===== config.mk =====
export PLATFORM = sky130hd
export DESIGN_NAME = uart_tx_flat
export DESIGN_NICKNAME = d
export VERILOG_FILES = /design/src/rtl/uart_pkg.sv /design/src/rtl/uart_tx_if.sv /design/src/rtl/uart_baud_cnt.sv /design/src/rtl/uart_tx.sv /design/src/flat_wrapper.sv
export SDC_FILE = /design/constraint.sdc
export NUM_CORES = 1
export LEC_CHECK = 0
export BUFFER_PORTS_ARGS = -buffer_cell sky130_fd_sc_hd__buf_4
export CAP_MARGIN = 20
export CORE_ASPECT_RATIO = 0.75
export CORE_MARGIN = 4
export CORE_UTILIZATION = 61
export CTS_BUF_LIST = sky130_fd_sc_hd__clkbuf_2 sky130_fd_sc_hd__clkbuf_4 sky130_fd_sc_hd__clkbuf_8
export DETAILED_ROUTE_END_ITERATION = 8
export GPL_TIMING_DRIVEN = 0
export PLACE_DENSITY = 0.83
export SYNTH_ARGS = -nofsm -noshare
export SYNTH_HDL_FRONTEND = slang
export SYNTH_SLANG_ARGS = --single-unit

===== constraint.sdc =====
create_clock -name clk -period 2.3 [get_ports clk]
set_input_delay 0.345 -clock clk [delete_from_list [all_inputs] [get_ports clk]]
set_output_delay 0.345 -clock clk [all_outputs]
set_load 0.01 [all_outputs]

===== src/rtl/uart_pkg.sv =====
// Shared UART definitions used by both the receive and transmit paths:
// frame state encoding, frame geometry and default clock/baud settings.
package uart_pkg;

  typedef enum logic [1:0] {
    IDLE  = 2'd0,
    START = 2'd1,
    DATA  = 2'd2,
    STOP  = 2'd3
  } uart_state_e;

  localparam int DATA_BITS = 8;

  localparam int CLK_FREQ_DEF = 50_000_000;
  localparam int BAUD_LO_DEF  = 9_600;
  localparam int BAUD_HI_DEF  = 115_200;

  // Clocks per bit period, truncated the same way on the rx and tx sides.
  function automatic int calc_div(input int clk_freq, input int baud);
    return clk_freq / baud;
  endfunction

endpackage


===== src/rtl/uart_tx_if.sv =====
// Request/status bundle between the Controller and the UART transmitter.
// The master side issues byte requests; the slave side serialises them.
interface uart_tx_if;

  logic [7:0] tx_data;
  logic       start;
  logic       baudselect;
  logic       tx_complete_del_flag;
  logic       tx;
  logic       busy;
  logic       tx_complete_flag;

  modport master (
    output tx_data,
    output start,
    output baudselect,
    output tx_complete_del_flag,
    input  tx,
    input  busy,
    input  tx_complete_flag
  );

  modport slave (
    input  tx_data,
    input  start,
    input  baudselect,
    input  tx_complete_del_flag,
    output tx,
    output busy,
    output tx_complete_flag
  );

endinterface


===== src/rtl/uart_baud_cnt.sv =====
// Loadable bit-period down-counter: restart loads DIV-1 for the selected rate,
// bit_end flags the last clock of each period and the counter reloads itself.
module uart_baud_cnt #(
  parameter int DIV_LO = 5208,
  parameter int DIV_HI = 434
) (
  input  logic clk,
  input  logic reset_n,
  input  logic en,
  input  logic restart,
  input  logic sel,
  output logic bit_end
);

  localparam int DIV_MAX = (DIV_LO > DIV_HI) ? DIV_LO : DIV_HI;
  localparam int CNT_W   = $clog2(DIV_MAX);

  localparam logic [CNT_W-1:0] LOAD_LO = CNT_W'(DIV_LO - 1);
  localparam logic [CNT_W-1:0] LOAD_HI = CNT_W'(DIV_HI - 1);

  logic [CNT_W-1:0] count;
  logic             sel_q;

  // NOTE: synchronous reset lives inside the clocked block; every state
  // register here is updated with non-blocking assignments only.
  always_ff @(posedge clk) begin
    if (!reset_n) begin
      count <= '0;
      sel_q <= 1'b0;
    end else if (restart) begin
      // The rate is captured here so a select change mid-frame is ignored.
      sel_q <= sel;
      count <= sel ? LOAD_HI : LOAD_LO;
    end else if (!en) begin
      count <= '0;
    end else if (count == '0) begin
      count <= sel_q ? LOAD_HI : LOAD_LO;
    end else begin
      count <= count - CNT_W'(1);
    end
  end

  assign bit_end = en && (count == '0);

endmodule


===== src/rtl/uart_tx.sv =====
// 8N1 UART transmitter: start bit, 8 data bits LSB first, stop bit.
// All outputs are registered; completion is reported through a sticky flag.
module uart_tx
  import uart_pkg::*;
#(
  parameter int CLK_FREQ = CLK_FREQ_DEF,
  parameter int BAUD_LO  = BAUD_LO_DEF,
  parameter int BAUD_HI  = BAUD_HI_DEF
) (
  input logic     clk,
  input logic     reset_n,
  uart_tx_if.slave bus
);

  localparam int DIV_LO = calc_div(CLK_FREQ, BAUD_LO);
  localparam int DIV_HI = calc_div(CLK_FREQ, BAUD_HI);
  localparam int IDX_W  = $clog2(DATA_BITS);

  localparam logic [IDX_W-1:0] LAST_IDX = IDX_W'(DATA_BITS - 1);

  uart_state_e          state;
  logic [DATA_BITS-1:0] shreg;
  logic [IDX_W-1:0]     bit_idx;
  logic                 tx_q;
  logic                 busy_q;
  logic                 flag_q;

  logic accept;
  logic bit_end;

  assign accept = (state == IDLE) && bus.start;

  uart_baud_cnt #(
    .DIV_LO (DIV_LO),
    .DIV_HI (DIV_HI)
  ) u_baud_cnt (
    .clk     (clk),
    .reset_n (reset_n),
    .en      (state != IDLE),
    .restart (accept),
    .sel     (bus.baudselect),
    .bit_end (bit_end)
  );

  // NOTE: the shift register is a handful of flops, not a memory, so it is
  // reset along with the rest of the datapath.
  always_ff @(posedge clk) begin
    if (!reset_n) begin
      state   <= IDLE;
      shreg   <= '0;
      bit_idx <= '0;
      tx_q    <= 1'b1;
      busy_q  <= 1'b0;
      flag_q  <= 1'b0;
    end else begin
      // A completion in the same cycle overrides this clear further down.
      if (bus.tx_complete_del_flag) begin
        flag_q <= 1'b0;
      end

      case (state)
        IDLE: begin
          if (bus.start) begin
            shreg   <= bus.tx_data;
            bit_idx <= '0;
            tx_q    <= 1'b0;
            busy_q  <= 1'b1;
            state   <= START;
          end
        end

        START: begin
          if (bit_end) begin
            tx_q    <= shreg[0];
            bit_idx <= '0;
            state   <= DATA;
          end
        end

        DATA: begin
          if (bit_end) begin
            shreg <= {1'b0, shreg[DATA_BITS-1:1]};
            if (bit_idx == LAST_IDX) begin
              tx_q  <= 1'b1;
              state <= STOP;
            end else begin
              tx_q    <= shreg[1];
              bit_idx <= bit_idx + IDX_W'(1);
            end
          end
        end

        STOP: begin
          if (bit_end) begin
            busy_q <= 1'b0;
            flag_q <= 1'b1;
            state  <= IDLE;
          end
        end

        default: state <= IDLE;
      endcase
    end
  end

  assign bus.tx               = tx_q;
  assign bus.busy             = busy_q;
  assign bus.tx_complete_flag = flag_q;

endmodule


===== src/flat_wrapper.sv =====
// flat-port wrapper written by rule: the top's interface ports become plain ports
module uart_tx_flat import uart_pkg::*;
#(
  parameter int CLK_FREQ = CLK_FREQ_DEF,
  parameter int BAUD_LO  = BAUD_LO_DEF,
  parameter int BAUD_HI  = BAUD_HI_DEF
)
  (clk, reset_n, bus_tx_data, bus_start, bus_baudselect, bus_tx_complete_del_flag, bus_tx, bus_busy, bus_tx_complete_flag);
  uart_tx_if bus_i ();
  input logic clk;
  input logic reset_n;
  input wire logic [$bits(bus_i.tx_data)-1:0] bus_tx_data;
  input wire logic [$bits(bus_i.start)-1:0] bus_start;
  input wire logic [$bits(bus_i.baudselect)-1:0] bus_baudselect;
  input wire logic [$bits(bus_i.tx_complete_del_flag)-1:0] bus_tx_complete_del_flag;
  output wire logic [$bits(bus_i.tx)-1:0] bus_tx;
  output wire logic [$bits(bus_i.busy)-1:0] bus_busy;
  output wire logic [$bits(bus_i.tx_complete_flag)-1:0] bus_tx_complete_flag;
  assign bus_i.tx_data = bus_tx_data;
  assign bus_i.start = bus_start;
  assign bus_i.baudselect = bus_baudselect;
  assign bus_i.tx_complete_del_flag = bus_tx_complete_del_flag;
  assign bus_tx = bus_i.tx;
  assign bus_busy = bus_i.busy;
  assign bus_tx_complete_flag = bus_i.tx_complete_flag;
  uart_tx #(.CLK_FREQ(CLK_FREQ), .BAUD_LO(BAUD_LO), .BAUD_HI(BAUD_HI)) u_core (.clk(clk), .reset_n(reset_n), .bus(bus_i));
endmodule

==> results.sh, run 1 <==
export IMPL_critPathBufInv=1
export IMPL_hold_class="in -> reg"
export IMPL_avgRoutedWirePerCell_um=17.02
export IMPL_fillers=205
export IMPL_synth_top_area_share_pct=35.32
export IMPL_power_density_nw_per_um2=1527
export IMPL_insertion_delay_ps=280
export IMPL_start_util_pct=64.35
export IMPL_crit_chain="inv_1 > ha_1 > or4b_4 > nor4_2 > o211ai_1 > mux2i_1"
export IMPL_antenna_found_initial=0
export IMPL_layout_drive_gt1_share_pct=16.44
export IMPL_rows=16
export IMPL_synthDistinctLibCells=46
export IMPL_status="finished clean"
export IMPL_dp_hpwl_um=3144
export IMPL_synth_seq_area_share_pct=35.32
export IMPL_synth_seq_cells=30
export IMPL_gp_congestion=0.8539
export IMPL_grt_pass1_vias=1534
export IMPL_core_area_um2=2643
export IMPL_final_max_slew_viol_count=0
export IMPL_die_x_um=68.97
export IMPL_ioPinCount=16
export IMPL_drc_errors=0
export IMPL_syn_inst=196
export IMPL_critPathKind="reg -> reg"
export IMPL_endpoint_kind="flip-flop"
export IMPL_netSwitchingPower_mw=1.367
export IMPL_wirelength_um=4340
export IMPL_n_antenna_cell=0
export IMPL_yosysWarnings=0
export IMPL_clkPwrFrac_pct=14.9
export IMPL_ctsHtreeMaxLevel=2
export IMPL_firstDrtPassIters=5
export IMPL_slew_limit_headroom_pct=49.35
export IMPL_crit_path_max_incr_delay_ps=530
export IMPL_timing_final_crit_share_pct=97.21
export IMPL_vdd_drop_max_mv=0.8898
export IMPL_cts_root_buf="clkbuf_8"
export IMPL_path_max_fanout=5
export IMPL_fin_crit_ps=2236
export IMPL_synth_area_top_cells="dfxtp_1 (35%), ha_1 (7.4%), mux2i_1 (5.3%)"
export IMPL_fin_nets=241
export IMPL_area_sequential_um2=600.6
export IMPL_clock_path_buffers=2
export IMPL_grt_max_degree=11
export IMPL_via_per_inst=6.380
export IMPL_hold_viol=0
export IMPL_drv_cap=0
export IMPL_cts_sinks=30
export IMPL_syn_area_per_cell_um2=8.675
export IMPL_power_static_leakage_nw=0.7930
export IMPL_p_sw_share_pct=45.45
export IMPL_cp_arrival_ps=2390
export IMPL_required_ps=2450
export IMPL_syn_nets=219
export IMPL_grt_pass1_wl_um=6989
export IMPL_final_cell_mix="dfxtp_1 (30), nand2_1 (16), buf_4 (16)"
export IMPL_setup_viol=0
export IMPL_crit_slowest_cell="or4b_4"
export IMPL_numCtsBuffers=5
export IMPL_yosysTopAreaCell="dfxtp_1"
export IMPL_tightest_slew_ps=758.1
export IMPL_multi_input_area_um2=1041
export IMPL_drt_initial_drc_count=171
export IMPL_area_delta_synth_final_pct=15.89
export IMPL_cts_tree="yes"
export IMPL_seqPwrFrac_pct=29.3
export IMPL_track_usage_pct=25.99
export IMPL_numPortBuffers=14
export IMPL_crit_family="simple AND/OR/NAND/NOR gates"
export IMPL_route_vias_total=1627
export IMPL_tns_ps=0
export IMPL_startpoint_type="flip-flop"
export IMPL_fin_skew_ps=8.149
export IMPL_fmaxAchievable_mhz=447.3
export IMPL_die_h_um=53.73
export IMPL_clkTransAtPathRegs_ps=70
export IMPL_grt_overflow_total=0
export IMPL_dieArea_um2=3705
export IMPL_dpl_cell_count=246
export IMPL_netlist_area_um2=1700
export IMPL_drt_antenna_violating_nets=0
export IMPL_stdcell_count=255
export IMPL_pwr_share_comb_pct=55.8
export IMPL_internal_power_mw=1.641
export IMPL_layout_commonest_cell="dfxtp_1"
-- synth_stat cells (all sizes together) --
master    n
or4b      1
o311a     1
a221oi    1
o31ai     5
nand2b    3
xnor2     3
or4       4
o21ai     9
nand3     4
o2111ai   1
nor3     11
nand2    16
nand4     4
buf       3
and3      3
nor3b     3
nor2     11
inv      11
and4b     1
nor4b     1
nor2b     1
a2bb2oi   1
a41o      1
nand4b    1
o221ai    2
a211oi    7
clkbuf    5
xor2      2
ha       10
a21oi    13
dfxtp    30
or2       3
nor4      5
o21a      4
o211ai    3
o32a      1
mux2i     9
a21o      2
-- per-layer routing --
metal	up-vias	global-route usage (%)	share of wire (%)
li1	772	-	-
met4	0	8.091	0.99
met1	763	34.73	45
met2	85	40.19	45
met3	7	7.933	9.4
met5	-	0	0
-- state kept, by name, indices dropped and copies added, names as in the netlist --
signal and cells:
u_core.u_baud_cnt.sel_q 1, u_core.bus.tx 1, u_core.shreg 8, u_core.bus.tx_complete_flag 1
u_core.bus.busy 1, u_core.state 2, u_core.u_baud_cnt.count 13, u_core.bit_idx 3
-- per-stage QoR --
step	util (%)	total power, mW	setup slack [ps]	cell area (µm²)	hold WS (ps)
floorplan	-	2.088	372.1	1700	428.1
global placement	70.03	2.381	155.9	1851	439.4
detailed placement	70.03	2.471	65.73	1851	447.8
CTS	73.63	2.928	68.63	1946	347.6
global route	74.57	3.211	-7.472	1971	355.5
finish	74.57	3.009	64.17	1971	358.3
-- kinds of logic after synthesis --
kind of cell	Yosys count	synth area share, %
AND/OR/NAND/NOR	72	24.87
flip-flops	30	35.32
XOR/XNOR	5	2.576
buffers and inverters	19	4.488
adder cells (fa/ha/maj)	10	7.358
AO/OA/AOI/OAI	51	20.09
multiplexers	9	5.298
-- cell type report --
type,instances,area share [%]
multi-input combinational,147,52.83
timing repair buffer,15,5.714
sequential,30,30.48
clock buffer,7,4.571
buffer,8,1.778
clock inverter,1,0.2540
tap,36,2.286
inverter,11,2.095
-- repair_timing --
action,4_1_cts,5_1_grt
hold buffers,0,0
endpoints found under the setup margin,0,11
resized for setup,0,3
setup buffers,0,1
-- final timing paths --
check | slack, ps | cells after the start | start | endpoint
max | 60 | 6 | u_core.u_baud_cnt.count[0]$_SDFF_PN0_ | u_core.state[0]$_SDFFE_PN0P_
min | 360 | 3 | bus_tx_complete_del_flag | u_core.bus.tx_complete_flag$_SDFF_PN0_
max reg2reg | 60 | 6 | u_core.u_baud_cnt.count[0]$_SDFF_PN0_ | u_core.state[0]$_SDFFE_PN0P_
min reg2reg | 460 | 2 | u_core.shreg[7]$_SDFFE_PN0P_ | u_core.shreg[7]$_SDFFE_PN0P_
-- power by group through the flow --
| stage | clock [mW] | combinational [mW] | sequential, mW |
|---|---|---|---|
| 6_report | 0.449 | 1.68 | 0.882 |
| 5_1_grt | 0.478 | 1.83 | 0.904 |
| 4_1_cts | 0.451 | 1.61 | 0.866 |
| 3_5_place_dp | 0 | 1.59 | 0.877 |
| 3_3_place_gp | 0 | 1.52 | 0.859 |
| 2_1_floorplan | 0 | 1.25 | 0.839 |
-- tightest hold or removal path: cells and delay by family --
family | cells | cell delay (ps)
buffers and inverters | 1 | 80
and+or+nand+nor | 1 | 40
AOI/OAI and AO/OA | 1 | 140
(Power assumes the default switching activity.)
==> run 2: changes to the inputs <==
- SETUP_SLACK_MARGIN: not set -> 0.2
==> run 2 against run 1 <==
Against the previous run:
- die area did not move
- critical path depth up 1
- combinational power is 9.5% higher
- clock skew up 0.68 ps
- setup slack gained 130 ps
- sequential share of layout area is 0.67 points lower
- sequential cell count is the same
- non-clock buffer count up 3
- count of clock-buffer cells in the layout unchanged
- wire length up 9.5%
- critical endpoint unchanged
==> results.sh, run 2 (same netlist as run 1, synthesis figures left out) <==
export IMPL_status="finished clean"
export IMPL_critPathKind="reg -> reg"
export IMPL_gp_congestion=0.8539
export IMPL_clkTransAtPathRegs_ps=70
export IMPL_fin_skew_ps=8.826
export IMPL_n_antenna_cell=0
export IMPL_required_ps=2450
export IMPL_tightest_slew_ps=782.1
export IMPL_firstDrtPassIters=7
export IMPL_drv_cap=0
export IMPL_wirelength_um=4754
export IMPL_cts_tree="yes"
export IMPL_drt_initial_drc_count=205
export IMPL_fmaxAchievable_mhz=475.5
export IMPL_via_per_inst=6.663
export IMPL_stdcell_count=258
export IMPL_die_x_um=68.97
export IMPL_grt_overflow_total=0
export IMPL_endpoint_kind="flip-flop"
export IMPL_crit_chain="inv_2 > ha_2 > or4b_4 > buf_4 > o31ai_2 > o211ai_1 > mux2i_1"
export IMPL_dieArea_um2=3705
export IMPL_cts_root_buf="clkbuf_8"
export IMPL_grt_pass1_vias=1545
export IMPL_grt_setup_unrepaired="no"
export IMPL_final_max_slew_viol_count=0
export IMPL_slew_limit_headroom_pct=47.75
export IMPL_layout_drive_gt1_share_pct=21.17
export IMPL_ctsHoldBuffers=0
export IMPL_grt_pass1_wl_um=7203
export IMPL_power_static_leakage_nw=0.8135
export IMPL_grt_max_degree=11
export IMPL_final_cell_mix="dfxtp_1 (28), buf_4 (18), nand2_1 (16)"
export IMPL_reg_largest_list="u_core.u_baud_cnt.count (13), u_core.shreg (8), u_core.bit_idx (3)"
export IMPL_insertion_delay_ps=290
export IMPL_dp_hpwl_um=3144
export IMPL_crit_family="simple AND/OR/NAND/NOR gates"
export IMPL_crit_path_max_incr_delay_ps=520
export IMPL_start_util_pct=64.35
export IMPL_fin_crit_ps=2103
export IMPL_drc_errors=0
export IMPL_fin_nets=244
export IMPL_dpl_cell_count=246
export IMPL_hold_class="in -> reg"
export IMPL_power_total_mw=3.186
export IMPL_power_density_nw_per_um2=1575
export IMPL_timing_final_crit_share_pct=91.43
export IMPL_crit_slowest_cell="or4b_4"
export IMPL_antenna_found_initial=0
export IMPL_final_core_util_pct=76.56
export IMPL_setup_viol=0
export IMPL_largest_register="u_core.u_baud_cnt.count"
export IMPL_numPortBuffers=14
export IMPL_route_vias_total=1719
export IMPL_hold_viol=0
export IMPL_avgRoutedWirePerCell_um=18.43
export IMPL_startpoint_type="flip-flop"
export IMPL_vdd_drop_max_mv=0.9230
export IMPL_area_delta_synth_final_pct=18.98
export IMPL_track_usage_pct=26.87
export IMPL_ctsHtreeMaxLevel=2
export IMPL_die_h_um=53.73
export IMPL_clock_path_buffers=2
export IMPL_numCtsBuffers=5
export IMPL_path_max_fanout=5
export IMPL_tns_ps=0
export IMPL_largest_reg_flops=13
export IMPL_rows=16
export IMPL_drt_antenna_violating_nets=0
export IMPL_layout_commonest_cell="dfxtp_1"
export IMPL_cp_arrival_ps=2250
export IMPL_core_area_um2=2643
export IMPL_fillers=190
export IMPL_critPathBufInv=2
export IMPL_cts_sinks=30
export IMPL_rrSetupSlack_ps=200
export IMPL_ioPinCount=16
==> run 2: final timing paths <==
path / cells past startpoint / to / startpoint
setup reg to reg: 7 / u_core.state[0]$_SDFFE_PN0P_ / u_core.u_baud_cnt.count[0]$_SDFF_PN0_
setup / recovery: 7 / u_core.state[0]$_SDFFE_PN0P_ / u_core.u_baud_cnt.count[0]$_SDFF_PN0_
hold / removal: 3 / u_core.bus.tx_complete_flag$_SDFF_PN0_ / bus_tx_complete_del_flag
hold reg to reg: 2 / u_core.shreg[7]$_SDFFE_PN0P_ / u_core.shreg[7]$_SDFFE_PN0P_
==> run 2: worst reg2reg max path: stages (launching register included) <==
cell	delay [ps]
dfxtp_2	360
inv_2	70
ha_2	180
or4b_4	520
buf_4	170
o31ai_2	260
o211ai_1	240
mux2i_1	180
==> run 2: where the power goes <==
part	switching (mW)	leakage [nW]	internal, mW
logic	1.08	0.515	0.758
clock network	0.199	0.0517	0.253
registers	0.194	0.247	0.701
==> run 2: area by class of cell <==
type	instances	area (µm²)	area share [%]
Buffer	8	36.28	1.793
Multi-Input combinational cell	147	1064	52.57
Tap cell	36	45.04	2.226
Clock buffer	7	90.09	4.453
Timing Repair Buffer	18	138.9	6.865
Clock inverter	1	5.005	0.2474
Sequential cell	30	603.1	29.81
Inverter	11	41.29	2.041
==> run 2: through the flow <==
stage,hold WS [ps],cell area (µm²),worst slack [ps]
global route,381.9,2023,118.7
CTS,347.6,1964,201.6
detailed placement,447.8,1851,65.73
floorplan,428.1,1700,372.1
global placement,439.4,1851,155.9
finish,353.8,2023,197.1
==> run 2: what timing repair did <==
item	CTS	global route
setup buffers	1	3
resized for setup	2	12
endpoints found under the setup margin	9	21
pin swaps	1	2
==> run 2: layer usage <==
layer	share of wire, %	track usage (%)	vias to the layer above
li1	-	-	775
met3	10	7.516	25
met2	44	41.30	112
met1	43	36.51	807
met4	3.0	8.414	0
met5	0	0	-
